--- src/rtl/kd_cluster_pe_if.sv ---
// Point handshake between a k-d tree PE and its point source.
// pt_valid/pt_ready: a point transfers on any clock edge where both are high; pt_in and pt_assign are held while pt_valid waits.
interface kd_cluster_pe_if #(
    parameter int DIM = 3,
    parameter int DW  = 8
) ();
    logic              pt_valid;
    logic              pt_ready;
    logic              pt_assign;
    logic [DIM*DW-1:0] pt_in;
    logic              go_left;

    modport master (output pt_valid, pt_in, pt_assign, input pt_ready, go_left);
    modport slave  (input pt_valid, pt_in, pt_assign, output pt_ready, go_left);
endinterface

--- src/rtl/kd_cluster_pe.sv ---
// k-d tree cluster PE: routes points on the depth axis, accumulates assigned points,
// divides serially for a new centroid and swaps centers with parent/child under a ttl.
module kd_cluster_pe #(
    parameter int                DIM         = 3,
    parameter int                DW          = 8,
    parameter int                MAX_N       = 1024,
    parameter int                MAX_DEPTH   = 16,
    parameter logic [DIM*DW-1:0] INIT_CENTER = '0,
    localparam int               CW          = $clog2(MAX_N + 1),
    localparam int               AW          = DW + CW,
    localparam int               DPW         = $clog2(MAX_DEPTH + 1)
) (
    input  logic              clk,
    input  logic              rst,
    input  logic              en,
    input  logic [DPW-1:0]    depth,
    input  logic              level_load,
    input  logic              next_level,
    kd_cluster_pe_if.slave    pt,
    input  logic              update_start,
    output logic              busy,
    output logic              done,
    output logic              stable,
    output logic [CW-1:0]     count,
    input  logic              parent_swap,
    input  logic              child_swap,
    input  logic [DIM*DW-1:0] parent_in,
    input  logic [DIM*DW-1:0] child_in,
    output logic [DIM*DW-1:0] parent_out,
    output logic [DIM*DW-1:0] child_out,
    output logic [DIM*DW-1:0] center,
    output logic [DPW-1:0]    child_depth,
    output logic [1:0]        fsm_state
);
    localparam int BW = $clog2(AW + 1);

    typedef enum logic [1:0] {IDLE = 2'd0, DIVIDE = 2'd1, COMMIT = 2'd2} state_t;
    state_t state_q, state_nxt;

    logic [AW-1:0]  sums    [DIM];
    logic [AW-1:0]  sum_nxt [DIM];
    logic [CW-1:0]  rem     [DIM];
    logic [CW:0]    trial   [DIM];
    logic [DIM-1:0] q_bit;
    logic [DIM-1:0] eq;
    logic [CW-1:0]  cnt_nxt;
    logic [BW-1:0]  bit_cnt;
    logic [DPW-1:0] ttl;
    logic [DW-1:0]  pt_axis, ctr_axis;
    logic           accept, take, swap_ok, do_parent, do_child;

    assign pt.pt_ready  = (state_q == IDLE) && en && (count < CW'(MAX_N));
    assign accept       = pt.pt_valid && pt.pt_ready;
    assign take         = accept && pt.pt_assign;
    assign swap_ok      = en && (state_q == IDLE) && (ttl != '0);
    assign do_parent    = swap_ok && parent_swap;
    assign do_child     = swap_ok && child_swap && !parent_swap;
    assign busy         = (state_q == DIVIDE);
    assign child_depth  = depth + DPW'(1);
    assign fsm_state    = state_q;

    // In DIVIDE each sums lane doubles as the dividend shift register; quotient bits enter at the LSB.
    always_comb begin
        cnt_nxt  = count + CW'(take);
        pt_axis  = '0;
        ctr_axis = '0;
        q_bit    = '0;
        eq       = '0;
        for (int d = 0; d < DIM; d++) begin
            sum_nxt[d] = sums[d] + (take ? AW'(pt.pt_in[d*DW +: DW]) : AW'(0));
            trial[d]   = {rem[d], sums[d][AW-1]};
            q_bit[d]   = (trial[d] >= {1'b0, count});
            eq[d]      = (sums[d][DW-1:0] == center[d*DW +: DW]);
            if ((int'(depth) % DIM) == d) begin
                pt_axis  = pt.pt_in[d*DW +: DW];
                ctr_axis = center[d*DW +: DW];
            end
        end
    end

    always_comb begin
        state_nxt = state_q;
        if (en) begin
            case (state_q)
                IDLE:    if (update_start && cnt_nxt != '0) state_nxt = DIVIDE;
                DIVIDE:  if (bit_cnt == BW'(AW - 1)) state_nxt = COMMIT;
                COMMIT:  state_nxt = IDLE;
                default: state_nxt = IDLE;
            endcase
        end
    end

    always_ff @(posedge clk) begin
        if (rst) state_q <= IDLE;
        else     state_q <= state_nxt;
    end

    always_ff @(posedge clk) begin
        if (rst) begin
            center     <= INIT_CENTER;
            count      <= '0;
            ttl        <= '0;
            parent_out <= '0;
            child_out  <= '0;
            pt.go_left <= 1'b0;
            stable     <= 1'b0;
            done       <= 1'b0;
            bit_cnt    <= '0;
            for (int d = 0; d < DIM; d++) begin
                sums[d] <= '0;
                rem[d]  <= '0;
            end
        end else if (en) begin
            done <= 1'b0;
            if (level_load)                  ttl <= depth;
            else if (next_level && ttl != '0) ttl <= ttl - DPW'(1);
            // Compares against the register value, so a same-cycle swap cannot affect routing.
            if (accept) pt.go_left <= (pt_axis < ctr_axis);
            if (do_parent) begin
                parent_out <= center;
                center     <= parent_in;
            end else if (do_child) begin
                child_out <= center;
                center    <= child_in;
            end
            case (state_q)
                IDLE: begin
                    sums    <= sum_nxt;
                    count   <= cnt_nxt;
                    bit_cnt <= '0;
                    for (int d = 0; d < DIM; d++) rem[d] <= '0;
                    if (update_start && cnt_nxt == '0) begin
                        done   <= 1'b1;
                        stable <= 1'b1;
                    end
                end
                DIVIDE: begin
                    bit_cnt <= bit_cnt + BW'(1);
                    for (int d = 0; d < DIM; d++) begin
                        rem[d]  <= q_bit[d] ? CW'(trial[d] - {1'b0, count}) : trial[d][CW-1:0];
                        sums[d] <= {sums[d][AW-2:0], q_bit[d]};
                    end
                end
                COMMIT: begin
                    stable <= &eq;
                    done   <= 1'b1;
                    count  <= '0;
                    for (int d = 0; d < DIM; d++) begin
                        center[d*DW +: DW] <= sums[d][DW-1:0];
                        sums[d]            <= '0;
                    end
                end
                default: ;
            endcase
        end else begin
            done <= 1'b0;
        end
    end
endmodule

--- src/flat_wrapper.sv ---
// flat-port wrapper written by rule: the top's interface ports become plain ports
module kd_cluster_pe_flat 
#(
    parameter int                DIM         = 3,
    parameter int                DW          = 8,
    parameter int                MAX_N       = 1024,
    parameter int                MAX_DEPTH   = 16,
    parameter logic [DIM*DW-1:0] INIT_CENTER = '0,
    localparam int               CW          = $clog2(MAX_N + 1),
    localparam int               AW          = DW + CW,
    localparam int               DPW         = $clog2(MAX_DEPTH + 1)
)
  (clk, rst, en, depth, level_load, next_level, update_start, busy, done, stable, count, parent_swap, child_swap, parent_in, child_in, parent_out, child_out, center, child_depth, fsm_state, pt_pt_valid, pt_pt_in, pt_pt_assign, pt_pt_ready, pt_go_left);
  kd_cluster_pe_if #(.DIM(DIM), .DW(DW)) pt_i ();
  input  logic clk;
  input  logic rst;
  input  logic en;
  input  logic [DPW-1:0] depth;
  input  logic level_load;
  input  logic next_level;
  input  logic update_start;
  output logic busy;
  output logic done;
  output logic stable;
  output logic [CW-1:0] count;
  input  logic parent_swap;
  input  logic child_swap;
  input  logic [DIM*DW-1:0] parent_in;
  input  logic [DIM*DW-1:0] child_in;
  output logic [DIM*DW-1:0] parent_out;
  output logic [DIM*DW-1:0] child_out;
  output logic [DIM*DW-1:0] center;
  output logic [DPW-1:0] child_depth;
  output logic [1:0] fsm_state;
  input wire logic [$bits(pt_i.pt_valid)-1:0] pt_pt_valid;
  input wire logic [$bits(pt_i.pt_in)-1:0] pt_pt_in;
  input wire logic [$bits(pt_i.pt_assign)-1:0] pt_pt_assign;
  output wire logic [$bits(pt_i.pt_ready)-1:0] pt_pt_ready;
  output wire logic [$bits(pt_i.go_left)-1:0] pt_go_left;
  assign pt_i.pt_valid = pt_pt_valid;
  assign pt_i.pt_in = pt_pt_in;
  assign pt_i.pt_assign = pt_pt_assign;
  assign pt_pt_ready = pt_i.pt_ready;
  assign pt_go_left = pt_i.go_left;
  kd_cluster_pe #(.DIM(DIM), .DW(DW), .MAX_N(MAX_N), .MAX_DEPTH(MAX_DEPTH), .INIT_CENTER(INIT_CENTER)) u_core (.clk(clk), .rst(rst), .en(en), .depth(depth), .level_load(level_load), .next_level(next_level), .pt(pt_i), .update_start(update_start), .busy(busy), .done(done), .stable(stable), .count(count), .parent_swap(parent_swap), .child_swap(child_swap), .parent_in(parent_in), .child_in(child_in), .parent_out(parent_out), .child_out(child_out), .center(center), .child_depth(child_depth), .fsm_state(fsm_state));
endmodule
--- config.mk ---
export PLATFORM = sky130hd
export DESIGN_NAME = kd_cluster_pe_flat
export DESIGN_NICKNAME = d
export VERILOG_FILES = /design/src/rtl/kd_cluster_pe_if.sv /design/src/rtl/kd_cluster_pe.sv /design/src/flat_wrapper.sv
export SDC_FILE = /design/constraint.sdc
export NUM_CORES = 1
export LEC_CHECK = 0
export ABC_AREA = 1
export BUFFER_PORTS_ARGS = -buffer_cell sky130_fd_sc_hd__buf_2
export CORE_ASPECT_RATIO = 0.8
export CORE_MARGIN = 1.5
export CORE_UTILIZATION = 35
export DETAILED_ROUTE_END_ITERATION = 8
export SYNTH_ARGS = -nofsm -noshare
export SYNTH_HDL_FRONTEND = slang
export SYNTH_SLANG_ARGS = --single-unit
export TNS_END_PERCENT = 20
--- constraint.sdc ---
create_clock -name clk -period 5.45 [get_ports clk]
set_clock_uncertainty 0.1 [all_clocks]
set_input_delay 0 -clock clk [delete_from_list [all_inputs] [get_ports clk]]
set_output_delay 0 -clock clk [all_outputs]
set_load 0.02 [all_outputs]
==> impl_metrics.csv <==
group,metric,value,unit
routing,num_vias,12585,
sta,timing.final.max_slew_violations,0,
pwr,max-vdd-ir-drop,186,uV
global_routing,grt_max_degree,115,
routing,drt_iter0_drc,982,
clock_tree,numCtsBuffers,17,
clock_tree,cts_setup_buffers,0,
sta,finalHoldViolCount,0,
min_path,hold_path_end,"u_core.center[11]$_SDFFE_PP0P_",
layout,syn2layout_area_growth,20.5,%
placed_design,hpwlAfterDp,27.8,mm
floorplan,num_io_pins,182,
clock_tree,clock_path_buffers,2,
clock_tree,clk_latency,0.46,ns
sta,rsz0062_at_grt,"no",
clock_tree,cts_num_sinks,188,
pwr,power.internal,2520,uW
setup_path,cp.arrival,5.17,ns
yosys,netlist_instances,1717,
min_path,min_path_type,"in -> reg",
sta,setup_viol,0,
global_routing,grt_pass1_vias,11319,
routing,drt_pass1_iterations,6,
clock_tree,root_buffer,"clkbuf_16",
setup_path,rr_worst_depth,26,
setup_path,worstPathRequired,5.73,ns
floorplan,core,34700,um2
yosys,ys_warn_count,0,
global_routing,track_usage,21.0,%
yosys,syn_area,12300,um2
sta,finalCritPeriodShare,89.8,%
yosys,synth_top_cell_by_area,"dfxtp_1",
yosys,synth_top_area_share,25.3,%
layout,final_nets,2088,
sta,clock.fmax,204,MHz
placed_design,port-buffer-count,181,
setup_path,path_class,"in -> reg",
layout,drive_above_1_share,15.6,%
routing,avgViaCountPerCell,5.24,
pwr,p_per_area,262,nW/um2
pwr,p_comb_share,25.6,%
yosys,async_flop_share,0,%
setup_path,cp_max_fo,10,
setup_path,r2r_slack,0.60,ns
global_routing,grt_remaining_overflow,0,
clock_tree,tritoncts,"yes",
setup_path,r2r_start,"u_core.fsm_state[0]$_SDFFE_PP0P_",
floorplan,rows,61,
layout,utilization,42.7,%
pwr,power_frac_seq,42.0,%
floorplan,dieWidth,212,um
run,max_cap_violations,0,
pwr,p_sw_share,34.9,%
routing,wirelength,38.7,mm
min_path,min-delay-start,"child_in[11]",
clock_tree,cts.clk_slew.worst_paths,0.08,ns
pwr,switchingPower,1350,uW
sta,worst_slew_pin_slew,1.05,ns
yosys,synth_edf_count,33,
sta,worst_hold_slack,0.0182,ns
setup_path,endpoint_kind,"register",
setup_path,worst_setup_path_start_kind,"input pin",
yosys,synth_nets,1890,
placed_design,gp_congestion,0.878,
min_path,hold_path_depth,4,
routing,ant_nets,0,
yosys,synth_cell_types,56,
routing,drcViolationCount,0,
pwr,p_clk_share,32.4,%
routing,route.detailed.wl_per_inst,16.1,um
sta,tns,0,ns
floorplan,die_h,171,um
yosys,synthTopCellsByArea,"dfxtp_1 25%, o21ai_0 8.5%, ha_1 8.2%",
floorplan,initial_core_util,35.4,%
yosys,yosys_register_bits,188,
yosys,avgSynthCellArea,7.15,um2
floorplan,dieArea,36200,um2
outcome,status,"complete, no violations",
setup_path,rr_endpoint,"u_core.sums[34]$_SDFFE_PP0P_",
setup_path,critical-path-max-stage-delay,0.53,ns
setup_path,crit_slowest_cell,"dlygate4sd3_1",
yosys,ys_seq_area_share,33.4,%
pwr,power_leakage,0.00661,uW
sta,maxSlewHeadroom,30.1,%
layout,antenna_cells,0,
sta,min_period,4.90,ns
global_routing,antenna_found_initial,1,
global_routing,grt_pass1_wl,60.3,mm
yosys,synth_flop_cell,"dfxtp_1",
clock_tree,ctsHtreeMaxLevel,4,
==> cell usage after synthesis, types with 3 or more instances <==
| master | n |
|---|---|
| nand2_1 | 249 |
| o21ai_0 | 209 |
| inv_1 | 182 |
| a21oi_1 | 178 |
| nor2_1 | 173 |
| dfxtp_1 | 155 |
| ha_1 | 80 |
| nand3_1 | 70 |
| clkbuf_1 | 69 |
| a31oi_1 | 58 |
| xor2_1 | 42 |
| edfxtp_1 | 33 |
| or2_2 | 30 |
| o211ai_1 | 27 |
| xnor2_1 | 22 |
| nand4_1 | 17 |
| a211oi_1 | 14 |
| nor3_1 | 10 |
| inv_2 | 9 |
| nand2_2 | 9 |
| buf_1 | 7 |
| fa_1 | 6 |
| a221oi_1 | 5 |
| o21ai_1 | 5 |
| o221ai_1 | 5 |
| nor4_1 | 4 |
| o31ai_1 | 4 |
| clkinv_1 | 3 |
| nor2_4 | 3 |
| o21bai_1 | 3 |
==> through the flow <==
step	area (um2)	setup slack, ns	total power [uW]	cells
2_1_floorplan	12300	1.25	2290	1717
3_3_place_gp	13600	0.583	2570	2307
3_5_place_dp	13600	0.391	2580	2307
4_1_cts	14800	0.298	3880	2400
5_1_grt	14800	0.0169	4080	2400
6_report	14800	0.554	3870	2400
==> final cells by class <==
cell class,count,area [um2]
Tap cell,472,591
Sequential cell,188,4090
Clock inverter,14,123
Inverter,195,733
Clock buffer,18,450
Multi-Input combinational cell,1255,7160
Fill cell,3575,19900
Timing Repair Buffer,258,1640
==> critical path: cells and delay by family <==
| family | cells | cell delay [ns] |
|---|---|---|
| simple gates | 16 | 2.24 |
| buf+inv | 6 | 1.18 |
| fa+ha+maj | 4 | 0.89 |
| compound gates | 5 | 0.86 |
==> placed cells by master, fill, tap and decap left out, types with 4 or more instances in the layout <==
| master | instances |
|---|---|
| a211oi_1 | 14 |
| a21oi_1 | 178 |
| a221oi_1 | 5 |
| a31oi_1 | 58 |
| buf_2 | 181 |
| buf_4 | 16 |
| clkbuf_16 | 18 |
| clkinv_2 | 5 |
| dfxtp_1 | 155 |
| dlygate4sd3_1 | 61 |
| edfxtp_1 | 33 |
| fa_1 | 6 |
| ha_1 | 80 |
| inv_1 | 182 |
| inv_2 | 9 |
| inv_6 | 5 |
| nand2_1 | 247 |
| nand2_2 | 11 |
| nand3_1 | 69 |
| nand4_1 | 17 |
| nor2_1 | 170 |
| nor2_4 | 4 |
| nor3_1 | 10 |
| nor4_1 | 4 |
| o211ai_1 | 27 |
| o21ai_0 | 209 |
| o21ai_1 | 5 |
| o221ai_1 | 5 |
| o31ai_1 | 4 |
| or2_2 | 30 |
| xnor2_1 | 22 |
| xor2_1 | 42 |
==> registers in the layout, summed over array words and instances, names as in the netlist, 2 cells and up <==
signal,count
u_core.fsm_state,2
u_core.sums,57
u_core.rem,33
u_core.bit_cnt,5
u_core.parent_out,24
u_core.ttl,5
u_core.center,24
u_core.child_out,24
u_core.count,11
==> power groups by stage <==
| stage | sequential (uW) | clock (uW) | combinational [uW] |
|---|---|---|---|
| floorplan | 1670 | 0 | 617 |
| global placement | 1650 | 0 | 915 |
| detailed placement | 1650 | 0 | 927 |
| CTS | 1620 | 1280 | 983 |
| global route | 1640 | 1330 | 1110 |
| finish | 1630 | 1250 | 990 |
==> metal layers <==
metal	vias to the layer above	share of wire, %	track usage [%]
met5	-	0.034	0
met4	2	1.3	4.63
met3	37	6.2	3.93
met2	355	44	31.9
met1	5917	49	30.6
li1	6274	-	-
==> worst max path at each step <==
stage | from | end | slack [ns] | cells past startpoint
3_5_place_dp | depth[3] | u_core.pt.go_left$_SDFFE_PP0P_ | 0.39 | 29
4_1_cts | depth[3] | u_core.pt.go_left$_SDFFE_PP0P_ | 0.30 | 30
3_3_place_gp | depth[3] | u_core.pt.go_left$_SDFFE_PP0P_ | 0.58 | 32
6_report | depth[3] | u_core.pt.go_left$_SDFFE_PP0P_ | 0.55 | 31
2_1_floorplan | u_core.fsm_state[0]$_SDFFE_PP0P_ | u_core.sums[18]$_SDFFE_PP0P_ | 1.25 | 31
5_1_grt | depth[3] | u_core.pt.go_left$_SDFFE_PP0P_ | 0.02 | 32
==> logic make-up after synthesis <==
kind of cell / after synthesis / share of synthesized area [%]
fa+ha+maj: 86 / 9.13
flops: 188 / 33.4
simple gates: 581 / 20.7
compound gates: 524 / 23.7
xor+xnor: 64 / 4.57
buf+inv: 274 / 8.52
==> repair_timing <==
item / 4_1_cts / 5_1_grt
endpoints found under the hold margin: 33 / 0
endpoints found under the setup margin: 0 / 1
resized for setup: 0 / 2
hold buffers: 61 / 0
(Power assumes the default switching activity.)
